### src/rtl/branch_resolve_unit.sv
// Branch resolution unit: carries decode-stage branch predictions through
// the EX and MEM register stages, resolves them in MEM against the captured
// ALU zero flag, and reports the outcome back to the predictor. A mispredict
// raises flush, supplies the corrected fetch PC and kills the younger EX entry.
// Saturating counters track resolved branches and mispredictions.
//
// Handshake: there is no valid/ready pair. stall is a global hold. While it
// is high every register keeps its value and no report is made. A MEM branch
// reports once, in the cycle it leaves MEM with stall low.
module branch_resolve_unit #(
   parameter int PC_W  = 32,
   parameter int CNT_W = 16
) (
   input  logic             CLK,
   input  logic             RST,
   input  logic             stall,
   input  logic             id_valid,
   input  logic [1:0]       id_branch_op,
   input  logic             id_pred_taken,
   input  logic [PC_W-1:0]  id_pc,
   input  logic [PC_W-1:0]  id_target,
   input  logic             ex_zero,
   output logic [1:0]       pred_result,
   output logic [PC_W-1:0]  pc_mem,
   output logic             flush,
   output logic [PC_W-1:0]  redirect_pc,
   output logic [CNT_W-1:0] branch_cnt,
   output logic [CNT_W-1:0] mispred_cnt
);

   localparam logic [1:0] OP_BREQ = 2'b01;
   localparam logic [1:0] OP_BRNE = 2'b10;

   localparam logic [1:0] PR_NO_PRED    = 2'b00;
   localparam logic [1:0] PR_RIGHT_PRED = 2'b01;
   localparam logic [1:0] PR_WRONG_PRED = 2'b10;

   localparam logic [CNT_W-1:0] CNT_MAX = {CNT_W{1'b1}};

   // EX stage entry
   logic            ex_valid_q;
   logic [1:0]      ex_op_q;
   logic            ex_pred_q;
   logic [PC_W-1:0] ex_pc_q;
   logic [PC_W-1:0] ex_target_q;

   // MEM stage entry (EX entry plus the zero flag captured while in EX)
   logic            mem_valid_q;
   logic [1:0]      mem_op_q;
   logic            mem_pred_q;
   logic [PC_W-1:0] mem_pc_q;
   logic [PC_W-1:0] mem_target_q;
   logic            mem_zero_q;

   logic [CNT_W-1:0] branch_cnt_q;
   logic [CNT_W-1:0] mispred_cnt_q;
   logic [CNT_W-1:0] branch_cnt_d;
   logic [CNT_W-1:0] mispred_cnt_d;

   logic mem_is_branch;
   logic mem_actual;
   logic resolve;
   logic mispredict;

   // Resolve the MEM entry and form the report outputs
   always_comb begin
      mem_is_branch = mem_valid_q && ((mem_op_q == OP_BREQ) || (mem_op_q == OP_BRNE));
      mem_actual    = (mem_op_q == OP_BREQ) ? mem_zero_q : !mem_zero_q;
      resolve       = mem_is_branch && !stall;
      mispredict    = resolve && (mem_actual != mem_pred_q);

      pred_result = PR_NO_PRED;
      if (resolve) begin
         pred_result = mispredict ? PR_WRONG_PRED : PR_RIGHT_PRED;
      end
      flush       = mispredict;
      redirect_pc = mem_actual ? mem_target_q : (mem_pc_q + PC_W'(4));
      pc_mem      = mem_pc_q;
   end

   // Saturating next values of the statistics counters
   always_comb begin
      branch_cnt_d  = branch_cnt_q;
      mispred_cnt_d = mispred_cnt_q;
      if (resolve && (branch_cnt_q != CNT_MAX)) begin
         branch_cnt_d = branch_cnt_q + CNT_W'(1);
      end
      if (mispredict && (mispred_cnt_q != CNT_MAX)) begin
         mispred_cnt_d = mispred_cnt_q + CNT_W'(1);
      end
   end

   // Stage registers and counters; a flush empties both stages
   always_ff @(posedge CLK or posedge RST) begin
      if (RST) begin
         ex_valid_q    <= 1'b0;
         ex_op_q       <= 2'b00;
         ex_pred_q     <= 1'b0;
         ex_pc_q       <= '0;
         ex_target_q   <= '0;
         mem_valid_q   <= 1'b0;
         mem_op_q      <= 2'b00;
         mem_pred_q    <= 1'b0;
         mem_pc_q      <= '0;
         mem_target_q  <= '0;
         mem_zero_q    <= 1'b0;
         branch_cnt_q  <= '0;
         mispred_cnt_q <= '0;
      end else if (!stall) begin
         ex_op_q       <= id_branch_op;
         ex_pred_q     <= id_pred_taken;
         ex_pc_q       <= id_pc;
         ex_target_q   <= id_target;
         mem_op_q      <= ex_op_q;
         mem_pred_q    <= ex_pred_q;
         mem_pc_q      <= ex_pc_q;
         mem_target_q  <= ex_target_q;
         mem_zero_q    <= ex_zero;
         branch_cnt_q  <= branch_cnt_d;
         mispred_cnt_q <= mispred_cnt_d;
         if (mispredict) begin
            ex_valid_q  <= 1'b0;
            mem_valid_q <= 1'b0;
         end else begin
            ex_valid_q  <= id_valid;
            mem_valid_q <= ex_valid_q;
         end
      end
   end

   assign branch_cnt  = branch_cnt_q;
   assign mispred_cnt = mispred_cnt_q;

endmodule
### config.mk
export PLATFORM = sky130hd
export DESIGN_NAME = branch_resolve_unit
export DESIGN_NICKNAME = d
export VERILOG_FILES = /design/src/rtl/branch_resolve_unit.sv
export SDC_FILE = /design/constraint.sdc
export NUM_CORES = 1
export LEC_CHECK = 0
export BUFFER_PORTS_ARGS = -buffer_cell sky130_fd_sc_hd__clkbuf_2
export CORE_MARGIN = 4
export CORE_UTILIZATION = 49
export CTS_CLUSTER_DIAMETER = 120
export CTS_CLUSTER_SIZE = 14
export DETAILED_ROUTE_END_ITERATION = 16
export PLACE_DENSITY = 0.75
export SYNTH_ARGS = -nofsm -noshare
export SYNTH_HDL_FRONTEND = slang
export SYNTH_SLANG_ARGS = --single-unit
### constraint.sdc
create_clock -name CLK -period 5.5 [get_ports CLK]
set_clock_uncertainty 0.15 [all_clocks]
set_input_delay 1.1 -clock CLK [delete_from_list [all_inputs] [get_ports CLK]]
set_output_delay 1.1 -clock CLK [all_outputs]
set_load 0.01 [all_outputs]
# Word-level counts from Yosys, hierarchy flattened
# Index checks and enable logic that the tools add are counted.
# op_classes
mux,6
n_addsub,3
bitwise,1
n_eq_ne,5
n_reduce_logical,10
# op_table
cell,count
$add 16x1->16 const B,2
$add 32x3->32 const B,1
$mux 32,1
$ne 16x16->1 const B,2
$logic_and 1x1->1,5
$mux 2,2
$reduce_and 2->1,2
$mux 1,3
$eq 2x1->1 const B,1
$eq 2x2->1 const B,1
$logic_not 1->1,2
$logic_or 1x1->1,1
$ne 1x1->1,1
$not 1->1,1
# word_totals
word_cells,38
out_inout_bits,99
ff_bits,169
input_bits,72

# Longest topological paths before layout
# depth
depth_word,7
ltp_mapped,7
depth_no_buf,6

# Least setup slack after synthesis
# OpenSTA, ideal clock, no wires.
# synth_timing
kind,input to output
from,in stall
to,out pred_result[0]
required_time_ps,4250
setup_slack_ps,2157
arrival_time_ps,2093
path_stages,3
path_buffers,2
path_cell_list,buf_1 > clkbuf_1 > nor4b_1
# synth_via
elab_chain_cells,5
# synth_rtl
item,line_no,source
"start, declared",16,"input logic stall,"
$logic_not 1->1 *,--,
$logic_and 1x1->1 *,69,resolve = mem_is_branch && !stall;
$logic_and 1x1->1,70,mispredict = resolve && (mem_actual != mem_pred_q);
$mux 2,74,pred_result = mispredict ? PR_WRONG_PRED : PR_RIGHT_PRED;
$mux 2 *,73,if (resolve) begin
"end, declared",23,"output logic [1:0] pred_result,"
# Mark *: on every way between the ends. The rest lies on a longest branch, timed or not.

# Final worst setup path
# layout_timing
from,"reg mem_pc_q[6], in the netlist pc_mem[6]"
to,out redirect_pc[23]
# layout_via
elab_chain_cells,2
# layout_rtl
item,line_no,source
"start, declared",51,logic [PC_W-1:0] mem_pc_q;
"start signal, assigned",116,mem_pc_q <= ex_pc_q;
$add 32x3->32,77,redirect_pc = mem_actual ? mem_target_q : (mem_pc_q + PC_W'(4));
$mux 32,77,
"end, declared",26,"output logic [PC_W-1:0] redirect_pc,"
# No other way between the ends.

==> results.py <==
metrics = {
    "synthesis": {
        "synth_ff_type": "dfrtp_1",
        "ys_warn_count": 0,
        "synthXorXnorAreaFrac": 0.0533,
        "syn_area_um2": 7650,
        "synth_compound_area_frac": 0.0388,
        "ys_async_sr_fraction": 1.00,
        "ys_ff_latch": 169,
        "avgSynthCellArea_um2": 12.5,
        "synth_cell_types": 42,
        "synthAdderAreaFrac": 0.00654,
        "synthCells": 611,
        "synth_top_family_by_area": "multiplexers",
        "synth_area_leaders": "dfrtp_1 (55%), mux2_2 (20%), xor2_1 (3.5%)",
        "yosys.area_share.simple": 0.122,
        "synth_area_leader_cell": "dfrtp_1",
        "synth_mux_area_frac": 0.206,
        "synth_edf_count": 0,
        "synthesis.nets": 687,
        "synth_top_area_share": 0.553,
        "yosysSeqAreaShare": 0.553,
    },
    "critical_path": {
        "startpoint_type": "flop",
        "cpPeakStageDelay_ns": 0.66,
        "end_kind": "output port",
        "cp_max_fo": 22,
        "critical_path_class": "flop to output port",
        "crit_chain": "and4_1 -> nand4_2 -> or4_1 -> a31oi_1 -> clkbuf_2",
        "crit_required_ns": 4.25,
        "cp_slowest_cell": "or4_1",
        "arrival_ns": 2.82,
    },
    "detailed_routing": {
        "wirelength_mm": 17.7,
        "routedWlPerCell_um": 17.8,
        "route.detailed.drc": 0,
        "final_antenna_net_count": 0,
        "drtIter0Drc": 245,
        "first_pass_iters": 5,
        "vias": 5523,
        "avgViaCountPerCell": 5.55,
    },
    "place": {
        "dp_hpwl_mm": 12.6,
        "placed_cell_area_um2": 8700,
        "dp_slack_ns": 1.56,
        "port_buffers": 170,
        "globalplace.congestion": 0.870,
        "dp.cells": 965,
    },
    "timing": {
        "setup_tns_ns": 0,
        "layout_setup_ws_ns": 1.43,
        "timing_worst_slew_pin_value_ns": 0.958,
        "drv_slew": 0,
        "finalSetupViolCount": 0,
        "relSlewSlack": 0.361,
        "min_period_over_period": 0.740,
        "final.min_clock_period_ns": 4.07,
        "fmax_mhz": 246,
        "rsz0062_at_grt": "no",
        "finalHoldViolations": 0,
    },
    "clock_network": {
        "clk_pin_slew_ns": 0.07,
        "cts_resized": 0,
        "cts_setup_buffers": 0,
        "clock_latency_ns": 0.42,
        "h-tree-depth": 4,
        "cts_sinks": 169,
        "root_buffer": "clkbuf_16",
        "clock_path_buffers": 2,
        "ctsHoldBuffers": 0,
        "cts_buffers": 17,
        "cts_tree": "built",
    },
    "global_routing": {
        "track_usage": 0.203,
        "grt_overflow": 0,
        "grt_pass1_vias": 5561,
        "grt_pass1_wl_mm": 28.7,
        "antenna_found_initial": 1,
        "grt_max_degree": 170,
    },
    "floorplanning": {
        "rows": 45,
        "die_w_um": 133,
        "start_util": 0.501,
        "dieArea_um2": 17700,
        "io_pins": 171,
        "core_area_um2": 15300,
        "fp.dieH_um": 133,
    },
    "power_and_ir_drop": {
        "leakage_nw": 4.21,
        "p_per_area_nw_per_um2": 354,
        "vdd_ir_drop_max_uv": 206,
    },
    "layout": {
        "drive_gt1_frac": 0.440,
        "area_growth_pct": 20.2,
        "fin_nets": 849,
        "instances_no_fill": 996,
        "utilization": 0.603,
        "design_area_um2": 9200,
    },
    "status": {
        "status": "finished, final reports clean",
    },
    "worst_hold_path": {
        "hp-class": "flop to flop",
    },
    "run": {
        "cap_violations": 0,
    },
}
[worst paths after layout]
check / start / endpoint / slack, ns / depth (start not counted)
max: pc_mem[6] / redirect_pc[23] / 1.43 / 5
min: ex_pc_q[9] / pc_mem[9] / 0.35 / 1
max reg2reg: mem_op_q[0] / mispred_cnt[12] / 3.16 / 5
min reg2reg: ex_pc_q[9] / pc_mem[9] / 0.35 / 1
max in group asynchronous: RST / branch_cnt[7] / 3.77 / 3
min in group asynchronous: RST / pc_mem[0] / 0.79 / 3
[report_power, final]
| group | total [mW] | internal (mW) | switching (mW) |
|---|---|---|---|
| combinational | 0.674 | 0.313 | 0.362 |
| sequential | 1.54 | 1.40 | 0.144 |
| clock | 1.04 | 0.570 | 0.470 |
[sequential cells by signal, summed over array words and instances (netlist names), 2 cells and up]
register	cells
pc_mem	32
branch_cnt	16
mem_target_q	32
mispred_cnt	16
ex_op_q	2
mem_op_q	2
ex_target_q	32
ex_pc_q	32
[cell type report]
type / instances / area (um2)
inverters: 7 / 30.0
repair buffers: 174 / 896
clock inverters: 8 / 51.3
multi-input cells: 404 / 3280
clock buffers: 22 / 444
diodes: 1 / 2.50
flip-flops and latches: 169 / 4230
well taps: 211 / 264
fillers: 1228 / 6060
[cells by family after synthesis]
| logic type | Yosys count |
|---|---|
| AO/OA/AOI/OAI | 47 |
| XOR/XNOR | 45 |
| adder cells (fa/ha/maj) | 4 |
| buffers and inverters | 38 |
| flip-flops | 169 |
| multiplexers | 140 |
| AND/OR/NAND/NOR | 168 |
[critical path: cells and delay by family, from the launching register on]
family | cells | cell delay [ns]
flops | 1 | 0.46
buf+inv | 1 | 0.18
simple gates | 3 | 1.51
compound gates | 1 | 0.24
[cells in the mapped netlist (2+ instances only)]
master	number
a21oi_1	2
a311oi_1	2
a31oi_1	10
and2_1	4
and3_1	4
and4_1	8
buf_1	2
buf_2	2
clkbuf_1	25
dfrtp_1	169
ha_1	4
inv_1	7
mux2_2	138
mux2i_1	2
nand2_1	44
nand3_1	20
nand4_1	18
nand4_2	2
nor2_1	20
nor3_1	6
nor3b_1	2
nor4_1	14
nor4b_1	7
o211ai_1	3
o21a_1	2
o21ai_0	18
o31a_1	2
o31ai_1	7
or3_1	4
or4_1	9
xnor2_1	13
xor2_1	31
[layout by cell type (no fill, tap or decap), types with 7 or more instances in the layout]
cell type	netlist	layout
xnor2_1	13	12
or4_1	9	9
dfrtp_1	169	169
xor2_1	31	30
clkbuf_16	0	17
clkbuf_2	0	169
a31oi_1	10	10
nand4_1	18	18
and4_1	8	8
mux2_2	138	138
o31ai_1	7	7
o21ai_0	18	18
nand2_1	44	44
nor4b_1	7	7
nor4_1	14	14
nand3_1	20	20
nor2_1	20	20
[per-stage QoR]
step           power [mW]  hold slack (ns)
6_report             3.25            0.348
5_1_grt              3.42            0.355
4_1_cts              3.29            0.347
3_5_place_dp         2.24            0.337
3_3_place_gp         2.21            0.331
2_1_floorplan        1.94            0.320
[per-layer routing]
layer	up-vias	GRT usage	wire length [um]
li1	2543	-	-
met1	2734	0.262	7470
met2	211	0.321	8450
met3	35	0.0620	1340
met4	0	0.0831	457
met5	-	0	0
(Power assumes the default switching activity.)
